`config.mk`:
```
export PLATFORM = sky130hd
export DESIGN_NAME = set_job_sched
export DESIGN_NICKNAME = d
export VERILOG_FILES = /design/src/rtl/set_job_sched.sv
export SDC_FILE = /design/constraint.sdc
export NUM_CORES = 1
export LEC_CHECK = 0
export BUFFER_PORTS_ARGS = -buffer_cell sky130_fd_sc_hd__buf_2
export CORE_MARGIN = 1.5
export CORE_UTILIZATION = 53
export CTS_BUF_LIST = sky130_fd_sc_hd__clkbuf_8
export DETAILED_ROUTE_END_ITERATION = 12
export GPL_TIMING_DRIVEN = 0
export PLACE_DENSITY_LB_ADDON = 0.3
export SYNTH_ARGS = -nofsm -noshare
export SYNTH_HDL_FRONTEND = slang
export SYNTH_SLANG_ARGS = --single-unit
```
`constraint.sdc`:
```
create_clock -name clk -period 4.45 [get_ports clk]
set_input_delay 0.445 -clock clk [delete_from_list [all_inputs] [get_ports clk]]
set_output_delay 0.445 -clock clk [all_outputs]
set_load 0.01 [all_outputs]
```
`src/rtl/set_job_sched.sv`:
```
// set_job_sched: front-end scheduler for the SET point-counting engine.
// Two level-sensitive requesters are arbitrated round-robin. One engine job
// runs at a time, and its operands are held stable for the whole job. The
// candidate count is returned tagged with the requester id. A RUN-cycle
// watchdog reports a hung job, and the engine is then drained before the
// next grant.
module set_job_sched #(
    parameter logic [8:0] TIMEOUT = 9'd255
) (
    input  logic        clk,
    input  logic        rst,
    input  logic        req0,
    input  logic        req1,
    input  logic [23:0] cen0,
    input  logic [23:0] cen1,
    input  logic [11:0] rad0,
    input  logic [11:0] rad1,
    input  logic [1:0]  mode0,
    input  logic [1:0]  mode1,
    output logic        ack0,
    output logic        ack1,
    output logic        rsp_valid,
    output logic        rsp_id,
    output logic [7:0]  rsp_data,
    output logic        rsp_err,
    output logic        busy,
    output logic [7:0]  job_cnt,
    output logic [3:0]  err_cnt,
    output logic        eng_en,
    output logic [23:0] eng_central,
    output logic [11:0] eng_radius,
    output logic [1:0]  eng_mode,
    input  logic        eng_valid,
    input  logic [7:0]  eng_candidate
);

    typedef enum logic [2:0] {
        IDLE  = 3'd0,
        LOAD  = 3'd1,
        RUN   = 3'd2,
        RESP  = 3'd3,
        DRAIN = 3'd4
    } state_t;

    state_t      state_r;
    state_t      state_s;
    logic        take_s;      // a grant happens this cycle (IDLE -> LOAD)
    logic        grant_s;     // granted requester id
    logic        hit_s;       // engine answered in RUN
    logic        tmo_s;       // watchdog expired in RUN
    logic        ptr_r;       // round-robin pointer: preferred requester on a tie
    logic [8:0]  timer_r;
    logic        id_r;
    logic [23:0] cen_r;
    logic [11:0] rad_r;
    logic [1:0]  mode_r;
    logic        ack0_r;
    logic        ack1_r;
    logic        eng_en_r;
    logic        rsp_valid_r;
    logic        rsp_id_r;
    logic [7:0]  rsp_data_r;
    logic        rsp_err_r;
    logic [7:0]  job_cnt_r;
    logic [3:0]  err_cnt_r;

    // Next-state decode, arbitration and job-completion qualifiers.
    always_comb begin
        state_s = state_r;
        take_s  = 1'b0;
        grant_s = 1'b0;
        hit_s   = 1'b0;
        tmo_s   = 1'b0;
        case (state_r)
            IDLE: begin
                if (req0 || req1) begin
                    take_s  = 1'b1;
                    // req1 wins when alone, or on a tie when the pointer favours it
                    grant_s = req1 & (~req0 | ptr_r);
                    state_s = LOAD;
                end else begin
                    state_s = IDLE;
                end
            end
            LOAD: begin
                state_s = RUN;
            end
            RUN: begin
                // a result in the timeout cycle still counts as a success
                if (eng_valid) begin
                    hit_s   = 1'b1;
                    state_s = RESP;
                end else if (timer_r == TIMEOUT) begin
                    tmo_s   = 1'b1;
                    state_s = RESP;
                end else begin
                    state_s = RUN;
                end
            end
            RESP: begin
                if (rsp_err_r) begin
                    state_s = DRAIN;
                end else begin
                    state_s = IDLE;
                end
            end
            DRAIN: begin
                if (eng_valid) begin
                    state_s = IDLE;
                end else begin
                    state_s = DRAIN;
                end
            end
            default: begin
                state_s = IDLE;
            end
        endcase
    end

    // State register, round-robin pointer and RUN-cycle watchdog timer.
    always_ff @(posedge clk or posedge rst) begin
        if (rst) begin
            state_r <= IDLE;
            ptr_r   <= 1'b0;
            timer_r <= 9'd0;
        end else begin
            state_r <= state_s;
            if (take_s) begin
                ptr_r <= ~grant_s;
            end
            // timer reads k in the k-th RUN cycle
            if (state_r == LOAD) begin
                timer_r <= 9'd1;
            end else if (state_r == RUN) begin
                timer_r <= timer_r + 9'd1;
            end
        end
    end

    // Operand holding registers: written only on the grant edge.
    always_ff @(posedge clk or posedge rst) begin
        if (rst) begin
            id_r   <= 1'b0;
            cen_r  <= 24'd0;
            rad_r  <= 12'd0;
            mode_r <= 2'd0;
        end else if (take_s) begin
            id_r   <= grant_s;
            cen_r  <= grant_s ? cen1  : cen0;
            rad_r  <= grant_s ? rad1  : rad0;
            mode_r <= grant_s ? mode1 : mode0;
        end
    end

    // One-cycle strobes: ack/eng_en during LOAD, rsp_valid during RESP.
    always_ff @(posedge clk or posedge rst) begin
        if (rst) begin
            ack0_r      <= 1'b0;
            ack1_r      <= 1'b0;
            eng_en_r    <= 1'b0;
            rsp_valid_r <= 1'b0;
        end else begin
            ack0_r      <= take_s & ~grant_s;
            ack1_r      <= take_s & grant_s;
            eng_en_r    <= take_s;
            rsp_valid_r <= hit_s | tmo_s;
        end
    end

    // Response fields and counters, updated as RESP is entered so they are
    // valid alongside the rsp_valid pulse and held until the next one.
    always_ff @(posedge clk or posedge rst) begin
        if (rst) begin
            rsp_id_r   <= 1'b0;
            rsp_data_r <= 8'd0;
            rsp_err_r  <= 1'b0;
            job_cnt_r  <= 8'd0;
            err_cnt_r  <= 4'd0;
        end else if (hit_s) begin
            rsp_id_r   <= id_r;
            rsp_data_r <= eng_candidate;
            rsp_err_r  <= 1'b0;
            job_cnt_r  <= job_cnt_r + 8'd1;
        end else if (tmo_s) begin
            rsp_id_r   <= id_r;
            rsp_data_r <= 8'd0;
            rsp_err_r  <= 1'b1;
            if (err_cnt_r != 4'd15) begin
                err_cnt_r <= err_cnt_r + 4'd1;
            end
        end
    end

    assign ack0        = ack0_r;
    assign ack1        = ack1_r;
    assign eng_en      = eng_en_r;
    assign rsp_valid   = rsp_valid_r;
    assign rsp_id      = rsp_id_r;
    assign rsp_data    = rsp_data_r;
    assign rsp_err     = rsp_err_r;
    assign job_cnt     = job_cnt_r;
    assign err_cnt     = err_cnt_r;
    assign eng_central = cen_r;
    assign eng_radius  = rad_r;
    assign eng_mode    = mode_r;
    assign busy        = (state_r != IDLE);

endmodule

```
==> results.toml <==
[synth]
ys_warn_count = 0
synth-adder-area-share_pct = 1.44
syn_nets = 369
synth_top_family_by_area = "compound AO/OA/AOI/OAI gates"
synth-seq-cells = 78
netlist_area_mm2 = 0.00347
synth-seq-area-share_pct = 56.2
ys.flop_type = "dfrtp_1"
yosysTopAreaCell = "dfrtp_1"
yosys-mux-area-fraction_pct = 2.20
synth_edf_count = 0
yosys.cell_count.top_type = "dfrtp_1"
synth-simple-area-share_pct = 7.38
synth_compound_area_share_pct = 25.5
synth_area_leaders = "dfrtp_1, a221o_1, a21boi_0"
yosysTopAreaCellShare_pct = 56.2
postSynth.asyncResetShare_pct = 100
synth_cells = 276
synth_xor_area_share_pct = 2.27
synth_common_cells = "dfrtp_1, a21boi_0, a221o_1"
ys_types = 42
synth_area_per_cell_um2 = 12.6

[placement]
dpl.cell_count = 507
dpl.hpwl_um = 6190
numPortBuffers = 153
place_congestion = 0.824

[min_path]
hp-class = "in -> reg"

[clock_network]
cts_inserted_buffers = 9
h-tree-depth = 3
clock_latency_ps = 350
cts_tree = "done"
cts_setup_buffers = 0
cts-root-buf = "clkbuf_8"
path_clk_slew_ps = 80
cts_buffer_depth = 2
clock_sinks = 78

[run_status]
status = "complete, no violations"

[worst_setup_path]
arrival_ps = 1970
critPathKind = "reg -> out"
cp-end-kind = "output port"
cp_slowest_stage_delay_ps = 420
crit_path_max_fanout = 10
crit_required_ps = 4010
path_buf_inv = 4
path_delay_family = "buffers and inverters"
crit_chain = "buf_4 -> nor3_1 -> clkbuf_1 -> inv_1 -> buf_2"
worst_path_max_delay_cell = "nor3_1"
start_kind = "flip-flop"

[finish]
stdcell_count = 524
area_growth_pct = 33.8
antennaDiodeCount = 0
drive_above_1_share_pct = 43.4
final_util_pct = 73.2
final_net_count = 535

[timing]
max_freq_ghz = 0.413
setup_viol = 0
slew_viol_final = 0
period_share_pct = 54.4
holdWs_ps = 292
hold_viol_final = 0
worst_pin_slew_ps = 531
skew_ps = 11.0
tns_ps = 0
max_slew_margin_pct = 64.3
period_minus_slack_ps = 2420
rsz0062_at_grt = "no"

[routing]
routed_wl_um = 8600
drt-vias-per-instance = 5.61
antenna_left = 0
vias = 2940
wl_per_cell_um = 16.4
drc = 0
drtIter0Drc = 228
dr.pass1.iters = 4

[grt]
grt_pass1_wl_um = 14100
grt_max_degree = 71
grt-ovfl-total = 0
grt_usage_pct = 25.2
grt_pass1_vias = 2918
grt_antenna_before_repair = 0

[die]
io_pins = 154
num_rows = 29
die_y_um = 84.0
dieArea_mm2 = 0.00705
die_x_um = 84.0
initial_core_util_pct = 54.7
coreArea_mm2 = 0.00635

[power]
vdd_ir_drop_max_v = 0.000404
p_per_area_mw_per_mm2 = 674
p_leak_nw = 2.38

[job]
drv_cap = 0
-- report_power, final --
group	internal, mW	switching [mW]
registers	0.982	0.159
clock network	0.443	0.258
logic	0.620	0.671
-- sequential cells by signal (all words and copies together), names as in the netlist, 2 cells and up --
signal       count
eng_central     24
eng_mode         2
eng_radius      12
err_cnt          4
job_cnt          8
rsp_data         8
state_r          3
timer_r          9
-- timing repair --
action,in CTS,in global routing
hold buffers,1,0
endpoints found under the hold margin,8,0
resized for setup,0,0
-- per-layer routing --
layer | GRT usage, % | part of all wire (%) | vias up | wire length, um
li1 | - | - | 1390 | -
met1 | 33.6 | 42 | 1418 | 3650
met2 | 40.5 | 50 | 116 | 4310
met3 | 5.34 | 5.6 | 16 | 478
met4 | 9.84 | 1.8 | 0 | 159
met5 | 0 | 0 | - | 0
-- final cells by class --
cell class / instances / area, um^2
Clock inverter: 6 / 133
Buffer: 23 / 139
Tap cell: 77 / 96.3
Clock buffer: 10 / 138
Sequential cell: 78 / 1950
Fill cell: 434 / 1700
Inverter: 9 / 36.3
Multi-Input combinational cell: 166 / 1350
Timing Repair Buffer: 155 / 803
-- worst reg2reg max path, stage by stage, from the launching register on --
cell     delay (ps)
dfrtp_1         400
ha_1            240
nand2_1         100
nor2_1          140
and3_1          200
ha_1            180
nor2b_1         330
nand3_1         190
mux2_2          300
-- per-stage QoR --
| step | cell area, um^2 | total power, mW | setup WS [ps] |
|---|---|---|---|
| CTS | 4650 | 3.15 | 2070 |
| global route | 4650 | 3.33 | 1940 |
| detailed placement | 4370 | 2.43 | 2310 |
| floorplan | 3470 | 1.95 | 2010 |
| finish | 4650 | 3.13 | 2030 |
| global placement | 4340 | 2.38 | 1170 |
-- cell usage in the layout (no fill, tap or decap), types with 5 or more instances in the layout --
cell      instances
dfrtp_1          78
buf_6             5
inv_1             8
a221o_1          38
a21boi_0         38
clkbuf_8         10
a22o_1            8
nand2_1          12
mux2_2            5
buf_2           159
clkbuf_1         10
xnor2_1           8
nand4_1           6
-- cells by family after synthesis --
| kind of cell | after synthesis |
|---|---|
| compound gates | 102 |
| flops | 78 |
| simple gates | 44 |
| buf+inv | 32 |
| xor+xnor | 9 |
| mux | 7 |
| fa+ha+maj | 4 |
-- worst paths after layout --
check                           start           to  slack (ps)  cells past startpoint
setup / recovery           state_r[1]         busy        2030                      5
hold / removal              eng_valid   state_r[2]         290                      2
setup reg to reg           timer_r[0]   err_cnt[1]        2250                      8
hold reg to reg            timer_r[7]   timer_r[7]         470                      1
max in group asynchronous         rst   job_cnt[1]        3350                      4
min in group asynchronous         rst  rsp_data[4]         530                      3
No activity file was read; power rests on OpenSTA's default activity.
